$ cat src/rtl/pipeline_hazard_controller.sv
// Hazard sequencer for a 5-stage ARM pipeline: post-reset front-end hold, load-use
// stalls, taken-branch flushes, operand forwarding selects and saturating event counters.
module pipeline_hazard_controller #(
  parameter int RESET_HOLD_CYCLES = 2,
  parameter int CNT_W             = 16
) (
  input  logic             clk,
  input  logic             reset,
  input  logic [3:0]       id_rn,
  input  logic [3:0]       id_rm,
  input  logic [3:0]       id_rs,
  input  logic             id_use_rn,
  input  logic             id_use_rm,
  input  logic             id_use_rs,
  input  logic [3:0]       id_dest,
  input  logic             id_reg_write,
  input  logic             id_load,
  input  logic             ex_branch_taken,
  output logic             pc_enable,
  output logic             if_id_enable,
  output logic             if_id_flush,
  output logic             cu_mux_select,
  output logic [1:0]       fwd_a_sel,
  output logic [1:0]       fwd_b_sel,
  output logic [1:0]       fwd_c_sel,
  output logic [CNT_W-1:0] stall_count,
  output logic [CNT_W-1:0] flush_count,
  output logic [1:0]       ctrl_action
);

  localparam int              HC_W      = (RESET_HOLD_CYCLES < 2) ? 1 : $clog2(RESET_HOLD_CYCLES + 1);
  localparam logic [HC_W-1:0] HOLD_INIT = HC_W'(RESET_HOLD_CYCLES);
  localparam logic [3:0]      PC_REG    = 4'd15;

  typedef enum logic { ST_HOLD = 1'b0, ST_RUN = 1'b1 } state_e;

  typedef enum logic [1:0] {
    ACT_HOLD  = 2'b00,
    ACT_RUN   = 2'b01,
    ACT_STALL = 2'b10,
    ACT_FLUSH = 2'b11
  } action_e;

  typedef struct packed {
    logic [3:0] tag;
    logic       we;
    logic       ld;
  } shadow_t;

  state_e          state_q, state_d;
  logic [HC_W-1:0] hold_cnt_q, hold_cnt_d;
  shadow_t         ex_q, mem_q, wb_q, ex_d;
  logic [CNT_W-1:0] stall_cnt_q, stall_cnt_d, flush_cnt_q, flush_cnt_d;

  logic run_s, load_use_s, flush_s, stall_s;

  // R15 is the PC: never a forwarding source nor a hazard producer.
  // allow_load=0 excludes a load in that stage, which cannot forward yet.
  function automatic logic stage_hit(input shadow_t s, input logic [3:0] src,
                                     input logic used, input logic allow_load);
    return used && s.we && (allow_load || !s.ld) &&
           (s.tag != PC_REG) && (src != PC_REG) && (s.tag == src);
  endfunction

  function automatic logic [1:0] fwd_pick(input logic [3:0] src, input logic used,
                                          input shadow_t ex, input shadow_t mem,
                                          input shadow_t wb);
    logic [1:0] sel;
    if (stage_hit(ex, src, used, 1'b0)) begin
      sel = 2'b01;
    end else if (stage_hit(mem, src, used, 1'b1)) begin
      sel = 2'b10;
    end else if (stage_hit(wb, src, used, 1'b1)) begin
      sel = 2'b11;
    end else begin
      sel = 2'b00;
    end
    return sel;
  endfunction

  function automatic logic [CNT_W-1:0] sat_inc(input logic [CNT_W-1:0] v, input logic en);
    return (en && (v != {CNT_W{1'b1}})) ? v + CNT_W'(1) : v;
  endfunction

  // Hazard detection and per-cycle control outputs
  always_comb begin
    run_s      = (state_q == ST_RUN);
    load_use_s = ex_q.ld && (stage_hit(ex_q, id_rn, id_use_rn, 1'b1) ||
                             stage_hit(ex_q, id_rm, id_use_rm, 1'b1) ||
                             stage_hit(ex_q, id_rs, id_use_rs, 1'b1));
    flush_s    = run_s && ex_branch_taken;
    stall_s    = run_s && load_use_s && !ex_branch_taken;

    pc_enable     = 1'b0;
    if_id_enable  = 1'b0;
    if_id_flush   = 1'b0;
    cu_mux_select = 1'b1;
    ctrl_action   = ACT_HOLD;
    fwd_a_sel     = 2'b00;
    fwd_b_sel     = 2'b00;
    fwd_c_sel     = 2'b00;

    case (state_q)
      ST_RUN: begin
        fwd_a_sel = fwd_pick(id_rn, id_use_rn, ex_q, mem_q, wb_q);
        fwd_b_sel = fwd_pick(id_rm, id_use_rm, ex_q, mem_q, wb_q);
        fwd_c_sel = fwd_pick(id_rs, id_use_rs, ex_q, mem_q, wb_q);
        if (flush_s) begin
          pc_enable     = 1'b1;
          if_id_enable  = 1'b1;
          if_id_flush   = 1'b1;
          cu_mux_select = 1'b1;
          ctrl_action   = ACT_FLUSH;
        end else if (stall_s) begin
          pc_enable     = 1'b0;
          if_id_enable  = 1'b0;
          if_id_flush   = 1'b0;
          cu_mux_select = 1'b1;
          ctrl_action   = ACT_STALL;
        end else begin
          pc_enable     = 1'b1;
          if_id_enable  = 1'b1;
          if_id_flush   = 1'b0;
          cu_mux_select = 1'b0;
          ctrl_action   = ACT_RUN;
        end
      end
      default: begin
        ctrl_action = ACT_HOLD;
      end
    endcase
  end

  // Next-state: hold countdown, shadow tag advance, saturating counters
  always_comb begin
    state_d    = state_q;
    hold_cnt_d = hold_cnt_q;
    case (state_q)
      ST_HOLD: begin
        if (hold_cnt_q != HC_W'(0)) begin
          hold_cnt_d = hold_cnt_q - HC_W'(1);
        end else begin
          hold_cnt_d = hold_cnt_q;
        end
        if (hold_cnt_q <= HC_W'(1)) begin
          state_d = ST_RUN;
        end else begin
          state_d = ST_HOLD;
        end
      end
      default: begin
        state_d = ST_RUN;
      end
    endcase

    if (cu_mux_select) begin
      ex_d = '{tag: 4'd0, we: 1'b0, ld: 1'b0};
    end else begin
      ex_d = '{tag: id_dest, we: id_reg_write, ld: id_load};
    end

    stall_cnt_d = sat_inc(stall_cnt_q, stall_s);
    flush_cnt_d = sat_inc(flush_cnt_q, flush_s);
  end

  // State, shadow pipeline and counter registers
  always_ff @(posedge clk) begin
    if (reset) begin
      state_q     <= ST_HOLD;
      hold_cnt_q  <= HOLD_INIT;
      ex_q        <= '0;
      mem_q       <= '0;
      wb_q        <= '0;
      stall_cnt_q <= '0;
      flush_cnt_q <= '0;
    end else begin
      state_q     <= state_d;
      hold_cnt_q  <= hold_cnt_d;
      ex_q        <= ex_d;
      mem_q       <= ex_q;
      wb_q        <= mem_q;
      stall_cnt_q <= stall_cnt_d;
      flush_cnt_q <= flush_cnt_d;
    end
  end

  assign stall_count = stall_cnt_q;
  assign flush_count = flush_cnt_q;

endmodule

$ cat config.mk
export PLATFORM = sky130hd
export DESIGN_NAME = pipeline_hazard_controller
export DESIGN_NICKNAME = d
export VERILOG_FILES = /design/src/rtl/pipeline_hazard_controller.sv
export SDC_FILE = /design/constraint.sdc
export NUM_CORES = 1
export LEC_CHECK = 0
export CAP_MARGIN = 10
export CORE_MARGIN = 8
export CORE_UTILIZATION = 36
export CTS_CLUSTER_DIAMETER = 80
export DETAILED_ROUTE_END_ITERATION = 8
export GPL_TIMING_DRIVEN = 0
export PLACE_DENSITY = 0.73
export SYNTH_ARGS = -nofsm -noshare
export SYNTH_HDL_FRONTEND = slang
export SYNTH_SLANG_ARGS = --single-unit
$ cat constraint.sdc
create_clock -name clk -period 5.6 [get_ports clk]
set_input_delay 1.68 -clock clk [delete_from_list [all_inputs] [get_ports clk]]
set_output_delay 1.68 -clock clk [all_outputs]
set_load 0.02 [all_outputs]
After elaboration in Yosys (flattened, before gate mapping):

Cells that the tools add are included.

* register bits: 51
* latch bits: 0
* RAM bits: 0
* memory bits (read-only): 0
* bits of input ports: 24
* output and inout port bits: 44
* word-level logic and storage cells: 119
* memories kept: 0

* $add $sub $neg: 3
* multipliers: 0
* div/mod/pow operators: 0
* order comparisons: 1
* equality and inequality tests: 17
* shift-type cells: 0
* mux-type cells: 25
* bitwise logic cells: 1
* reductions and logical operators: 61

Operators with widths (count)
* $logic_and 1x1->1: 54
* $eq 4x4->1: 9
* $add 16x1->16 const B: 2
* $ne 16x16->1 const B: 2
* $mux 2: 15
* $ne 4x4->1 const B: 6
* $mux 1: 10
* $le 2x1->1 const B: 1
* $logic_not 1->1: 2
* $logic_or 1x1->1: 2
* $reduce_and 2->1: 1
* $reduce_bool 2->1: 1
* $reduce_or 2->1: 1
* $sub 2x1->2 const B: 1
* $not 1->1: 1

Depth between registers and ports, before layout:

Gate-level depths: netlist (run 1).

* depth in word-level cells: 13
* depth in mapped cells: 7
* mapped depth without buffers: 7

Worst setup path after synthesis (run 1):

OpenSTA, ideal clock, no wires.

* path kind: input to output
* start point: input port id_rn[3]
* end point: output port ctrl_action[0]
* arrival: 2.885 ns
* data required time: 3.920 ns
* slack: 1.035 ns
* stages on the path: 6
* buffers on the path: 1
* cells stage by stage: xnor2_1 nand4_1 nor3_2 nor3_1 o21a_1 buf_4

* word-level cells in the longest chain between the ends: 11
* elaborated cells between the ends (all ways): 12
* classes of those cells: 2 x eq/ne; 3 x mux; 7 x reduce/logical

RTL lines
* start: declaration: RTL line 9 `input logic [3:0] id_rn,`
* $ne 4x4->1: RTL line 62 `(s.tag != PC_REG) && (src != PC_REG) && (s.tag == src);`
* $logic_and 1x1->1: RTL line 62
* $logic_and 1x1->1 (*): RTL line 62
* $logic_or 1x1->1 (*): RTL line 88 `load_use_s = ex_q.ld && (stage_hit(ex_q, id_rn, id_use_rn, 1'b1) ||`
* $logic_or 1x1->1 (*): RTL line 89 `stage_hit(ex_q, id_rm, id_use_rm, 1'b1) ||`
* $logic_and 1x1->1 (*): RTL line 88
* $logic_and 1x1->1 (*) (2 in a row): RTL line 92 `stall_s = run_s && load_use_s && !ex_branch_taken;`
* $mux 2 (*): RTL line 114 `end else if (stall_s) begin`
* $mux 2 (*): RTL line 108 `if (flush_s) begin`
* $mux 2 (*): RTL line 103 `case (state_q)`
* end: declaration: RTL line 28 `output logic [1:0] ctrl_action`

Every way passes the cells marked *; elsewhere a longest branch is shown, timed or not.

Worst setup path in the final report (run 1):

Same ends and word-level chain as after synthesis.

==> flow_metrics.py, run 1 <==
metrics = {
    "timing": {
        "max_freq_mhz": 179.9,
        "min_period_over_period_pct": 99.26,
        "worst_slack_ns": 0.04169,
        "maxSlewViolCount": 0,
        "tightestPinTransition_ns": 0.5000,
        "rsz0062_at_grt": "yes",
        "hold_violations": 0,
        "fin_crit_ns": 5.558,
        "setup_viol": 0,
        "relSlewSlack_pct": 66.52,
        "fin_worst_skew_ns": 0.01657,
    },
    "finish": {
        "fin_cells": 511,
        "diodes": 0,
        "final_nets": 436,
        "layout_common_cells": "clkdlybuf4s50_1 (59), dfxtp_1 (51), xnor2_1 (46)",
        "drive_gt1_share_pct": 7.335,
        "layout_commonest_cell": "clkdlybuf4s50_1",
        "post-route-util_pct": 49.06,
        "area_growth_pct": 34.61,
    },
    "logic_synthesis": {
        "avgSynthCellArea_sq_um": 8.351,
        "syn_area_sq_um": 2773,
        "ys_async_sr_fraction_pct": 0,
        "synth_cells": 332,
        "syn_nets": 360,
        "yosys.area.top_type": "dfxtp_1",
        "yosysTopAreaCellShare_pct": 36.82,
        "synth_ff_type": "dfxtp_1",
        "synth.distinct_cells": 42,
        "yosys-top-cells-area": "dfxtp_1 (37%), xnor2_1 (15%), nand4_1 (4.5%)",
        "synth-edff-count": 0,
        "ys_warn_count": 0,
        "synth-seq-cells": 51,
        "ys_seq_area_share_pct": 36.82,
    },
    "drt": {
        "ant_nets": 0,
        "finalWirelength_mm": 7.273,
        "drt-initial-drc-count": 104,
        "vias": 2621,
        "drc": 0,
        "vias_per_cell": 5.129,
        "dr.pass1.iters": 4,
        "wire_per_inst_um": 14.23,
    },
    "power_and_ir_drop": {
        "p_comb_share_pct": 20.9,
        "power.density_nw_per_um2": 210.5,
        "max-vdd-ir-drop_mv": 0.1124,
        "clock_power_share_pct": 28.7,
        "seq_power_share_pct": 50.4,
        "p_leak_nw": 1.229,
        "switching_share_pct": 29.12,
        "internal_power_mw": 0.5570,
        "switchingPower_mw": 0.2288,
    },
    "placement": {
        "dp_hpwl_mm": 5.669,
        "port-buffer-count": 66,
        "dp_cells": 500,
        "place_worst_setup_slack_ns": -0.3316,
        "gp_congestion": 0.8574,
    },
    "clocking": {
        "cts_tree": "built",
        "cts_buffer_depth": 2,
        "cts_root_buf": "clkbuf_8",
        "worstSkewPairLatency_ns": 0.31,
        "cts_buffers": 5,
        "clkTransAtPathRegs_ns": 0.08,
        "htreeDepth": 2,
        "cts_sinks": 51,
        "hold_buffers": 0,
    },
    "global_route": {
        "grt-ovfl-total": 0,
        "grt_usage_pct": 13.82,
        "first_global_vias": 2723,
        "grt_pass1_wl_mm": 12.69,
        "grt_max_degree": 17,
        "antenna_found_initial": 0,
    },
    "run": {
        "maxCapViolCount": 0,
    },
    "worst_setup_path": {
        "cp_max_fo": 4,
        "worstSetupStartpointType": "primary input",
        "rr_worst_depth": 8,
        "endpoint_kind": "output port",
        "crit_type": "primary input to output port",
        "worstPathArrival_ns": 3.88,
        "cp.required_ns": 3.92,
    },
    "floorplanning": {
        "start_util_pct": 36.45,
        "die_w_um": 103.8,
        "io_pins": 68,
        "dieArea_sq_um": 10770,
        "core-area_sq_um": 7607,
        "rows": 32,
        "die_height_um": 103.8,
    },
    "outcome": {
        "status": "complete, no violations",
    },
    "min_path": {
        "hold_depth": 1,
        "hp-class": "register to register",
    },
}
layout make-up:
cell class	count	area (sq um)
multi-input combinational	252	1677
fill	730	3875
buffer	11	57.56
clock inverter	2	13.76
clock buffer	6	82.58
sequential	51	1021
inverter	18	67.56
tap	102	127.6
timing repair buffer	69	685.7
power groups by stage:
stage	Sequential [mW]	Combinational, mW	Clock (mW)
floorplan	0.401	0.0965	0
global placement	0.403	0.161	0
detailed placement	0.403	0.167	0
CTS	0.395	0.166	0.232
global route	0.399	0.180	0.247
finish	0.396	0.164	0.226
stage by stage:
stage	total power, mW	cell area, sq um	hold WS [ns]	TNS [ns]
final	0.7858	3732	0.4645	0
after global routing	0.8261	3732	0.4777	-0.1059
after CTS	0.7934	3695	0.4647	0
after detailed placement	0.5701	3561	0.4538	-1.312
after global placement	0.5639	3561	0.4358	-1.159
after floorplan	0.4974	2773	0.4240	0
final timing paths:
| check | slack, ns | from | endpoint |
|---|---|---|---|
| setup / recovery | 0.04 | id_rn[3] | ctrl_action[0] |
| hold reg to reg | 0.46 | hold_cnt_q[1] | run_s |
| hold / removal | 0.46 | hold_cnt_q[1] | run_s |
| setup reg to reg | 3.30 | ex_q[4] | stall_count[3] |
registers in the layout, summed over array words and instances, names as in the netlist:
signal,count
flush_count,16
stall_count,16
run_s,1
ex_q,6
wb_q,5
hold_cnt_q,2
mem_q,5
cell usage after synthesis (2+ instances only):
library cell,count
a21oi_1,18
and3_1,3
and4_1,2
buf_4,2
clkbuf_1,6
dfxtp_1,51
ha_1,4
inv_1,18
nand2_1,20
nand3_1,13
nand4_1,20
nor2_1,31
nor2b_1,13
nor3_1,11
nor3_2,4
nor4_1,5
o21a_1,4
o21ai_0,14
o21ai_1,2
o31ai_1,6
or3_1,11
or4_1,6
xnor2_1,46
xor2_1,4
repair_timing:
| item | CTS | global route |
|---|---|---|
| endpoints found under the setup margin | 5 | 6 |
| resized for setup | 11 | 6 |
| cloned | 0 | 0 |
| pin swaps | 4 | 5 |
| buffers inserted | 1 | 2 |
routing by layer:
metal  wire length (um)  vias up  GRT usage (%)
met5                  0        -              0
met1               3220     1240          15.89
met3                344        8          2.850
li1                   -     1319              -
met2               3589       54          24.11
met4                119        0          6.101
cell families after synthesis:
logic type	synth area share, %
compound gates	11.24
buf+inv	4.512
mux	0.7671
flops	36.82
xor+xnor	15.79
simple gates	29.06
fa+ha+maj	1.805
critical path: stages:
cell,delay [ns]
clkdlybuf4s50_1,0.60
xnor2_1,0.15
nand4_1,0.21
nor3_4,0.27
nor3_4,0.08
o21a_1,0.21
buf_4,0.14
clkdlybuf4s50_1,0.53
(Power assumes the default switching activity.)
==> run 2, diff against run 1 <==
Settings changed: CORE_UTILIZATION 36 to 26, MAX_ROUTING_LAYER from default to met4, PLACE_DENSITY 0.73 to 0.6.
==> flow_metrics.py, run 2 (synthesized netlist as in run 1, its figures left out) <==
metrics = {
    "outcome": {
        "status": "complete, no violations",
    },
    "global_route": {
        "grt_pass1_wl_mm": 13.23,
        "first_global_vias": 2649,
        "antenna_found_initial": 0,
        "grt_max_degree": 18,
        "grt-ovfl-total": 0,
        "grt_usage_pct": 11.72,
    },
    "floorplanning": {
        "dieArea_sq_um": 14220,
        "die_height_um": 119.3,
        "start_util_pct": 26.86,
        "core-area_sq_um": 10320,
        "io_pins": 68,
        "die_w_um": 119.3,
        "rows": 37,
    },
    "timing": {
        "fin_hold_ws_ns": 0.4498,
        "worst_slack_ns": 0.09595,
        "fin_worst_skew_ns": 0.01284,
        "tightestPinTransition_ns": 0.5188,
        "max_freq_mhz": 181.7,
        "min_period_over_period_pct": 98.29,
        "relSlewSlack_pct": 65.42,
        "fin_crit_ns": 5.504,
        "maxSlewViolCount": 0,
        "setup_tns_ns": 0,
        "hold_violations": 0,
        "setup_viol": 0,
        "rsz0062_at_grt": "yes",
    },
    "power_and_ir_drop": {
        "p_comb_share_pct": 20.1,
        "max-vdd-ir-drop_mv": 0.1037,
        "switchingPower_mw": 0.2399,
        "internal_power_mw": 0.5922,
        "seq_power_share_pct": 47.5,
        "clock_power_share_pct": 32.4,
        "p_leak_nw": 1.261,
        "power.density_nw_per_um2": 218.4,
        "total_power_mw": 0.8321,
        "switching_share_pct": 28.83,
    },
    "clocking": {
        "htreeDepth": 2,
        "clkTransAtPathRegs_ns": 0.10,
        "cts_buffers": 5,
        "worstSkewPairLatency_ns": 0.32,
        "cts_buffer_depth": 2,
        "cts_sinks": 51,
        "cts_root_buf": "clkbuf_8",
        "cts_tree": "built",
    },
    "worst_setup_path": {
        "worstSetupStartpointType": "primary input",
        "reg2reg_from": "ex_q[5]",
        "rr_worst_depth": 8,
        "endpoint_kind": "output port",
        "critPathMaxStageDelay_ns": 0.60,
        "cp_common_cell": "clkdlybuf4s50_1",
        "crit_type": "primary input to output port",
        "r2r-end": "stall_count[3]",
        "cp_max_fo": 4,
        "crit_end": "fwd_a_sel[0]",
        "rrSetupSlack_ns": 3.21,
        "cp-startpoint": "id_rn[2]",
        "worstPathArrival_ns": 3.82,
        "crit_chain": "clkdlybuf4s50_1, xnor2_1, nand4_1, nor4_2, o21a_1, clkdlybuf4s50_1",
        "cpMaxStageDelayCell": "clkdlybuf4s50_1",
        "cp.required_ns": 3.92,
    },
    "finish": {
        "n_fill_cell": 1041,
        "fin_cells": 545,
        "diodes": 0,
        "fin_area_sq_um": 3810,
        "layout_commonest_cell": "clkdlybuf4s50_1",
        "area_growth_pct": 37.41,
        "layout_common_cells": "clkdlybuf4s50_1 (60), dfxtp_1 (51), xnor2_1 (46)",
        "final_nets": 436,
        "drive_gt1_share_pct": 7.335,
        "post-route-util_pct": 36.90,
    },
    "placement": {
        "placed_area_sq_um": 3603,
        "place_worst_setup_slack_ns": -0.3166,
        "port-buffer-count": 66,
        "gp_congestion": 0.8502,
        "dp_cells": 534,
        "dp_hpwl_mm": 6.071,
    },
    "drt": {
        "drc": 0,
        "finalWirelength_mm": 7.974,
        "dr.pass1.iters": 4,
        "wire_per_inst_um": 14.63,
        "drt-initial-drc-count": 128,
        "vias": 2618,
        "ant_nets": 0,
        "vias_per_cell": 4.804,
    },
    "min_path": {
        "hp-class": "register to register",
        "worstHoldStart": "hold_cnt_q[1]",
    },
    "run": {
        "maxCapViolCount": 0,
    },
}
## run 2: changes by cell type in the layout (fill, tap and decap cells not counted), sizes merged
cell | previous run | this run
clkinv | 1 | 0
bufinv | 0 | 1
clkbuf | 12 | 11
dlygate4sd2 | 4 | 0
clkdlybuf4s50 | 59 | 60
dlymetal6s2s | 3 | 6
clkinvlp | 0 | 1
## run 2: per-layer routing
metal	global-route usage, %	vias to the layer above	wire length (um)
met1	14.60	1219	3828
li1	-	1319	-
met5	-	-	0
met4	3.320	0	91
met2	18.19	72	3632
met3	3.165	8	422
## run 2: layout make-up
class / instances / area [sq um] / share of cell area, %
buffer: 11 / 57.56 / 1.511
clock buffer: 5 / 68.82 / 1.806
clock inverter: 3 / 46.29 / 1.215
inverter: 18 / 67.56 / 1.773
multi-input combinational: 252 / 1680 / 44.11
sequential: 51 / 1021 / 26.80
tap: 136 / 170.2 / 4.466
timing repair buffer: 69 / 698.2 / 18.33
## run 2: worst min-delay path by stage
stage                to  cells after the start  slack (ns)
2_1_floorplan     run_s                      1        0.42
3_3_place_gp      run_s                      1        0.44
3_5_place_dp      run_s                      1        0.45
4_1_cts           run_s                      1        0.45
5_1_grt        mem_q[1]                      1        0.48
6_report          run_s                      1        0.45
## run 2: repair_timing
action | 4_1_cts | 5_1_grt
pin swaps | 4 | 4
gates resized for setup | 6 | 10
endpoints found under the setup margin | 5 | 8
gates cloned | 0 | 0
buffers inserted | 1 | 2
hold buffers | 0 | 0
## run 2: power groups by stage
stage,clock network (mW),logic (mW),registers (mW)
final,0.270,0.167,0.395
after global placement,0,0.163,0.403
after CTS,0.277,0.170,0.395
after floorplan,0,0.0965,0.401
after global routing,0.292,0.186,0.399
after detailed placement,0,0.168,0.403
## run 2: critical path, delay by kind of cell
kind | cells | cell delay, ns
and+or+nand+nor | 2 | 0.63
AOI/OAI and AO/OA | 1 | 0.18
buffers and inverters | 2 | 1.18
xor gates and xnor gates | 1 | 0.15
